==> config.mk <==
export PLATFORM = sky130hd
export DESIGN_NAME = jag_dram_pager
export DESIGN_NICKNAME = d
export VERILOG_FILES = /design/src/rtl/jag_dram_pager.sv
export SDC_FILE = /design/constraint.sdc
export NUM_CORES = 1
export LEC_CHECK = 0
export ABC_AREA = 1
export CORE_MARGIN = 5
export CORE_UTILIZATION = 53
export DETAILED_ROUTE_END_ITERATION = 6
export PLACE_DENSITY = 0.93
export SYNTH_ARGS = -nofsm -noshare
export SYNTH_HDL_FRONTEND = slang
export SYNTH_SLANG_ARGS = --single-unit
export TNS_END_PERCENT = 5
==> constraint.sdc <==
create_clock -name clk -period 2.7 [get_ports clk]
set_input_delay 0.54 -clock clk [delete_from_list [all_inputs] [get_ports clk]]
set_output_delay 0.54 -clock clk [all_outputs]
set_load 0.02 [all_outputs]
==> src/rtl/jag_dram_pager.sv <==
`default_nettype none
// ============================================================================
// jag_dram_pager : open-page row tracker, command sequencer and refresh owner
//                  for the Jaguar DRAM channel (ch1).
// Revision       : 1.0
// ============================================================================
module jag_dram_pager #(
  parameter int T_PCH        = 4,
  parameter int T_ACT        = 4,
  parameter int T_RD         = 12,
  parameter int T_WR         = 8,
  parameter int T_REF        = 10,
  parameter int REF_INTERVAL = 780
) (
  input  logic        clk,
  input  logic        reset_n,
  input  logic        host_req,
  input  logic        host_wr,
  input  logic [20:0] host_addr,
  input  logic [63:0] host_din,
  input  logic [7:0]  host_be,
  input  logic        host_64,
  output logic [63:0] host_dout,
  output logic        host_valid,
  output logic        host_busy,
  output logic [7:0]  ch1_addr,
  output logic [12:0] ch1_caddr,
  output logic [63:0] ch1_din,
  output logic [7:0]  ch1_be,
  output logic        ch1_64,
  output logic        ch1_rnw,
  output logic        ch1_reqr,
  output logic        ch1_reqw,
  output logic        ch1_act,
  output logic        ch1_pch,
  output logic        ch1_ref,
  input  logic [63:0] ch1_dout
);

  localparam int RW = $clog2(REF_INTERVAL + 1);

  typedef enum logic [2:0] {
    IDLE     = 3'd0,
    PCH_WAIT = 3'd1,
    ACT_WAIT = 3'd2,
    RD_WAIT  = 3'd3,
    WR_WAIT  = 3'd4,
    REF_WAIT = 3'd5
  } state_t;

  state_t        state, state_nxt;
  logic [15:0]   wait_cnt, wait_nxt;
  logic [RW-1:0] ref_cnt;
  logic          row_open, ref_pend;
  logic [12:0]   open_row;
  logic          req_wr, req_64;
  logic [20:0]   req_addr;
  logic [63:0]   req_din;
  logic [7:0]    req_be;

  logic ref_due, row_hit, wait_done;
  logic do_pch, do_act, do_ref, do_rd, do_wr, do_done, pch_exit, set_ref_pend;

  assign ref_due   = (ref_cnt == RW'(REF_INTERVAL));
  assign row_hit   = (open_row == req_addr[20:8]);
  assign wait_done = (wait_cnt == 16'd0);

  always_comb begin
    state_nxt    = state;
    do_pch       = 1'b0;
    do_act       = 1'b0;
    do_ref       = 1'b0;
    do_rd        = 1'b0;
    do_wr        = 1'b0;
    do_done      = 1'b0;
    pch_exit     = 1'b0;
    set_ref_pend = 1'b0;
    case (state)
      IDLE: begin
        // refresh outranks any pending host request
        if (ref_due && row_open) begin
          do_pch       = 1'b1;
          set_ref_pend = 1'b1;
        end else if (ref_due) begin
          do_ref = 1'b1;
        end else if (host_busy) begin
          if (row_open && row_hit) begin
            do_rd = !req_wr;
            do_wr = req_wr;
          end else if (row_open) begin
            do_pch = 1'b1;
          end else begin
            do_act = 1'b1;
          end
        end
      end
      PCH_WAIT: if (wait_done) begin
        pch_exit = 1'b1;
        if (ref_pend) do_ref = 1'b1;
        else          do_act = 1'b1;
      end
      ACT_WAIT: if (wait_done) begin
        do_rd = !req_wr;
        do_wr = req_wr;
      end
      RD_WAIT, WR_WAIT: if (wait_done) begin
        do_done   = 1'b1;
        state_nxt = IDLE;
      end
      REF_WAIT: if (wait_done) state_nxt = IDLE;
      default:  state_nxt = IDLE;
    endcase

    if (do_pch) state_nxt = PCH_WAIT;
    if (do_act) state_nxt = ACT_WAIT;
    if (do_ref) state_nxt = REF_WAIT;
    if (do_rd)  state_nxt = RD_WAIT;
    if (do_wr)  state_nxt = WR_WAIT;

    if (do_pch)                wait_nxt = 16'(T_PCH - 1);
    else if (do_act)           wait_nxt = 16'(T_ACT - 1);
    else if (do_ref)           wait_nxt = 16'(T_REF - 1);
    else if (do_rd)            wait_nxt = 16'(T_RD - 1);
    else if (do_wr)            wait_nxt = 16'(T_WR - 1);
    else if (!wait_done)       wait_nxt = wait_cnt - 16'd1;
    else                       wait_nxt = wait_cnt;
  end

  always_ff @(posedge clk or negedge reset_n) begin
    if (!reset_n) begin
      state      <= IDLE;
      wait_cnt   <= '0;
      ref_cnt    <= '0;
      row_open   <= 1'b0;
      ref_pend   <= 1'b0;
      open_row   <= '0;
      req_wr     <= 1'b0;
      req_64     <= 1'b0;
      req_addr   <= '0;
      req_din    <= '0;
      req_be     <= '0;
      host_dout  <= '0;
      host_valid <= 1'b0;
      host_busy  <= 1'b0;
      ch1_addr   <= '0;
      ch1_caddr  <= '0;
      ch1_din    <= '0;
      ch1_be     <= '0;
      ch1_64     <= 1'b0;
      ch1_rnw    <= 1'b0;
      ch1_reqr   <= 1'b0;
      ch1_reqw   <= 1'b0;
      ch1_act    <= 1'b0;
      ch1_pch    <= 1'b0;
      ch1_ref    <= 1'b0;
    end else begin
      state    <= state_nxt;
      wait_cnt <= wait_nxt;

      if (do_ref)        ref_cnt <= '0;
      else if (!ref_due) ref_cnt <= ref_cnt + RW'(1);

      if (set_ref_pend) ref_pend <= 1'b1;
      else if (do_ref)  ref_pend <= 1'b0;

      if (pch_exit) row_open <= 1'b0;
      if (do_act) begin
        row_open <= 1'b1;
        open_row <= req_addr[20:8];
      end

      if (host_req && !host_busy) begin
        req_wr    <= host_wr;
        req_addr  <= host_addr;
        req_din   <= host_din;
        req_be    <= host_be;
        req_64    <= host_64;
        host_busy <= 1'b1;
      end else if (do_done) begin
        host_busy <= 1'b0;
      end

      ch1_pch    <= do_pch;
      ch1_act    <= do_act;
      ch1_ref    <= do_ref;
      ch1_reqr   <= do_rd;
      ch1_reqw   <= do_wr;
      host_valid <= do_done;

      if (do_done && !req_wr) host_dout <= ch1_dout;
      if (do_act) ch1_caddr <= req_addr[20:8];
      if (do_rd) begin
        ch1_rnw  <= 1'b1;
        ch1_addr <= req_addr[7:0];
        ch1_64   <= req_64;
      end
      if (do_wr) begin
        ch1_rnw   <= 1'b0;
        ch1_caddr <= {5'b0, req_addr[7:0]};
        ch1_din   <= req_din;
        ch1_be    <= req_be;
        ch1_64    <= req_64;
      end
    end
  end

endmodule
`default_nettype wire

======== Word level (Yosys, flattened, before mapping) ========
Cells that the tools add are included.
storage, ports and cells
  bits in registers ....................... 305
  bits of input ports ..................... 162
  output and inout bits ................... 166
operators by class
  add/subtract/negate cells ............... 2
  eq/ne operators ......................... 11
  muxes and demuxes ....................... 63
  reductions and logical operators ........ 17
operators with widths
  cell                                                                  number
  16-bit two-way mux                                                    6
  1-bit two-way mux                                                     42
  13-bit two-way mux                                                    2
  10-bit two-way mux                                                    2
  3-bit two-way mux                                                     6
  16-bit logical NOT                                                    1
  16-bit by 1-bit subtractor with 16-bit output, second input constant  1
  13-bit == test                                                        1
  6-bit by 1-bit != test with 1-bit output, second input constant       2
  10-bit by 1-bit adder with 10-bit output, second input constant       1
  10-bit == test, second input constant                                 1
  2-bit nonzero test                                                    5
  1-bit one-hot mux with 2 select lines                                 4
  7-bit by 1-bit != test with 1-bit output, second input constant       1
  3-bit by 2-bit == test with 1-bit output, second input constant       2
  3-bit == test, second input constant                                  2
  3-bit one-hot mux with 2 select lines                                 1
  3-bit OR reduction                                                    2
  1-bit logical AND                                                     4
  3-bit by 1-bit == test with 1-bit output, second input constant       1
  3-bit logical NOT                                                     1
  1-bit logical NOT                                                     2
  2-bit by 1-bit != test with 1-bit output, second input constant       1
  2-bit AND reduction                                                   1
  2-bit OR reduction                                                    1

======== Depth between registers and ports, before layout ========
  depth after elaboration ................. 12
  depth in mapped cells ................... 15
  gate-level depth less buffers ........... 14

======== Worst setup path before layout ========
OpenSTA, ideal clock, no wires.
  path type ............................... register -> register
  start point ............................. register wait_cnt[0]
  end point ............................... register ch1_caddr[3]
  setup time .............................. 0.127 ns
  arrival time ............................ 1.718 ns
  data required time ...................... 2.573 ns
  path slack .............................. 0.854 ns
  stages on the path, launching flop included .. 14
  path buffers ............................ 2
  period minus slack after synthesis ...... 1.846 ns
  path through ............................ dfrtp_1 -> inv_1 -> ha_1 -> nand2_2 -> nor2_4 -> nand3_4 -> clkinv_4 -> nand3_4 -> nand2_4 -> nand2_4 -> buf_6 -> buf_6 -> nand3_1 -> o211ai_2
between the ends
  cells in the longest elaborated chain, start to end .. 4
  elaborated cells on any way between the ends .. 7
ends and longest elaborated chain
  element                                                          line     source
  start: declaration                                               52       logic [15:0] wait_cnt, wait_nxt;
  start signal: assignment                                         158      wait_cnt <= wait_nxt;
  16-bit logical NOT (*)                                           66       assign wait_done = (wait_cnt == 16'd0);
  1-bit two-way mux (on tied branches)                             102, 97
  1-bit one-hot mux with 2 select lines                            78       case (state)
  13-bit two-way mux / 2-bit nonzero test (equally long branches)  n/a
  end signal: assignment                                           191      if (do_act) ch1_caddr <= req_addr[20:8];
  end signal: assignment                                           199      ch1_caddr <= {5'b0, req_addr[7:0]};
  end: declaration                                                 27       output logic [12:0] ch1_caddr,
Every way passes the cells marked *; elsewhere a longest branch is shown, timed or not.
A chain may end at the register's enable or synchronous reset.

======== Worst setup path in the final report ========
  start point ............................. register wait_cnt[0]
  end point ............................... register ch1_caddr[8]
The elaborated chain is that of the path after synthesis.

==> results.md <==
* Result of the run: complete, no violations
* Max-slew violations at 0
* Fraction of layout cells with a size suffix above 1 at 0.129
* Number of global-route vias before repair at 10,900
* Initial antenna violation count at 2
* Power per cell area at about 1100 mW/mm2
* Port bufs at roughly 330
* CP required at around 3200 ps
* H-tree lvl count at 1
* Final setup violation count at 0
* Fraction of power consumed by sequential logic at 0.394
* Longest Clk Path Bufs at 3
* Skew final at 16.4 ps
* Post-DR vias/cell at 5.27
* Element type at the critical path start: register
* Io pins at 328
* Crit-path leading delay family: simple AND/OR/NAND/NOR gates
* Sw frac at 0.358
* Starting Density at 0.537
* Root buf cell: clkbuf_16
* Net count after synthesis at ~1,400
* DR pass1 iterations at 6
* Nets at 1,720
* Tmin final at 2380 ps
* CTS buffer count at 31
* 1st-iter DRT viols at 729
* Static Leakage at 8.35 nW
* Worst-Margin Slew at around 660 ps
* Ys Warns at 0
* HPWL Detailed at 25.3 mm
* Max transition margin at 0.563
* Most common cell after layout, fill and taps aside: clkdlybuf4s50_1
* Die height at 164 um
* CP peak stage delay at around 370 ps
* Routed len/inst at 19.3 um
* Crit-path max FO at 28
* Final hold vios at 0
* Max IR drop VDD at 0.000717 V
* Slowest-stage cell, CP: dfrtp_1
* First-pass GRT wire length at between 50 and 60 mm
* Global placement routability congestion at roughly 0.85
* Core Rows at 56
* Clock Sinks at 305
* WP data arrival at roughly 2900 ps
* Buffers and inverters on the worst path at 3
* Crit path kind: register to register
* Mean post-synth cell area at 10.3 um2
* Final setup margin at 315 ps
* Min-delay worst type: register to register
* Internal at between 0.01 and 0.015 W
* GRT Total Usage at 0.272
* Setup crit end kind: register
* Sequential area share after synthesis at 0.607
* Distinct cells, synth at 37
* Worst path most repeated cell: nand2_1
* Largest net degree at the start of global routing at 121
* Resized cells post-CTS at 0
* Area Overhead vs Synth at 37.5%
* Synthesized flop and latch total at between 300 and 400
* Clk network pwr share at 0.239
* DR DRC count at 0
* Clock transition at the registers of the reported paths at around 60 ps
* Die footprint at 0.0269 mm2
* Dpl ws at 432 ps
* CTS tree: yes
* Synth Instances at 1,222
* Psw at 0.00676 W
* Worst skew pair latency at approximately 570 ps
* Drt total wl at between 30 and 40 mm
* Fmax at 419 MHz
* Via count at 10,000
* Total gr overflow at 0
* RSZ-0062 raised after global routing: false
* Gate power share at 0.367
* Commonest cells after routing, fill and taps aside: clkdlybuf4s50_1 (326), dfrtp_1 (305), nand2_1 (267), nor2_1 (134), inv_1 (114)
* Period utilization at 0.883
* WP depth at 12
* CP Cell Sequence: inv_1 > ha_1 > nand2_2 > nor2_2 > nand3_1 > nor2_2 > nor2_8 > inv_2 > nand2_1 > nand2_1 > nand2_1 > inv_1
* Max cap viols at 0
* Antenna-violating nets left at 0
* Die extent in x at about 160 um
* Setup TNS Final at 0 ps
* Synthesized area at 0.0126 mm2
* Core footprint at 0.0234 mm2
* R2R cell count at 12
* Hold Path Cell Cnt at 2
kinds of logic after synthesis:
logic type / count (synthesis) / share of synthesized area
AOI/OAI and AO/OA: 154 / 0.0666
muxes: 97 / 0.0868
xor gates and xnor gates: 15 / 0.0104
and+or+nand+nor: 481 / 0.163
buffers and inverters: 167 / 0.0633
DFF: 305 / 0.607
adders and majority gates: 3 / 0.00298
cell usage after synthesis, drive strengths merged:
| cell type | number | area, um2 |
|---|---|---|
| dfrtp | 305 | 7630 |
| nand2 | 285 | 1130 |
| nor2 | 147 | 613 |
| inv | 119 | 447 |
| mux2 | 97 | 1090 |
| a21oi | 76 | 384 |
| o21ai | 69 | 345 |
| buf | 34 | 287 |
| nand3 | 34 | 210 |
| clkbuf | 12 | 45.0 |
| xor2 | 12 | 105 |
| o211ai | 9 | 108 |
| nand4 | 5 | 31.3 |
| ha | 3 | 37.5 |
| nand3b | 3 | 22.5 |
| nor3 | 3 | 15.0 |
| xnor2 | 3 | 26.3 |
| clkinv | 2 | 17.5 |
| nor4 | 2 | 12.5 |
| and3 | 1 | 6.26 |
| nor3b | 1 | 12.5 |
layout make-up:
type,count,area (um2)
flip-flops and latches,305,7630
fillers,1492,6110
multi-input cells,750,4160
repair buffers,346,3560
clock buffers,42,887
inverters,121,464
well taps,319,399
clock inverters,14,188
diodes,1,2.50
power by group through the flow:
stage / clock network, W / registers (W) / logic, W
3_5_place_dp: 0 / 0.00743 / 0.00680
4_1_cts: 0.00457 / 0.00741 / 0.00696
6_report: 0.00451 / 0.00745 / 0.00693
3_3_place_gp: 0 / 0.00730 / 0.00650
5_1_grt: 0.00475 / 0.00762 / 0.00746
2_1_floorplan: 0 / 0.00823 / 0.00278
worst min-delay path: stages (launching register included):
cell,delay (ps)
dfrtp_1,340
nand2_1,60
nand2_1,50
what timing repair did:
item	CTS	global route
setup buffers	0	0
endpoints found under the hold margin	46	0
hold buffers	1	0
per-layer routing:
metal | part of all wire | track usage | routed length [um]
met4 | 0.058 | 0.133 | 2120
met5 | 0.00035 | 0 | 13
met3 | 0.059 | 0.0532 | 2160
met2 | 0.53 | 0.483 | 19500
met1 | 0.35 | 0.315 | 12900
sequential cells by signal, summed over array words and instances (netlist names), 10 cells and up:
name and cells:
req_addr 21, ch1_din 64, req_din 64, ref_cnt 10, wait_cnt 16, open_row 13
ch1_caddr 13, host_dout 64
worst paths after layout:
path                           endpoint  slack, ps   startpoint
hold / removal              ch1_din[10]        480  req_din[10]
max in group asynchronous    ref_cnt[6]       1300      reset_n
setup reg to reg           ch1_caddr[8]        320  wait_cnt[0]
min in group asynchronous   req_din[50]        600      reset_n
setup / recovery           ch1_caddr[8]        320  wait_cnt[0]
hold reg to reg             ch1_din[10]        480  req_din[10]
per-stage QoR:
stage	std cells	total power [W]	hold WS [ps]	utilization	cell area, um2
2_1_floorplan	1222	0.0110	244	-	12600
3_3_place_gp	1840	0.0138	444	0.692	16200
3_5_place_dp	1840	0.0142	455	0.692	16200
4_1_cts	1897	0.0189	469	0.739	17300
5_1_grt	1898	0.0198	496	0.739	17300
6_report	1898	0.0189	476	0.739	17300
Note: power is estimated with default switching activity, not from simulation.
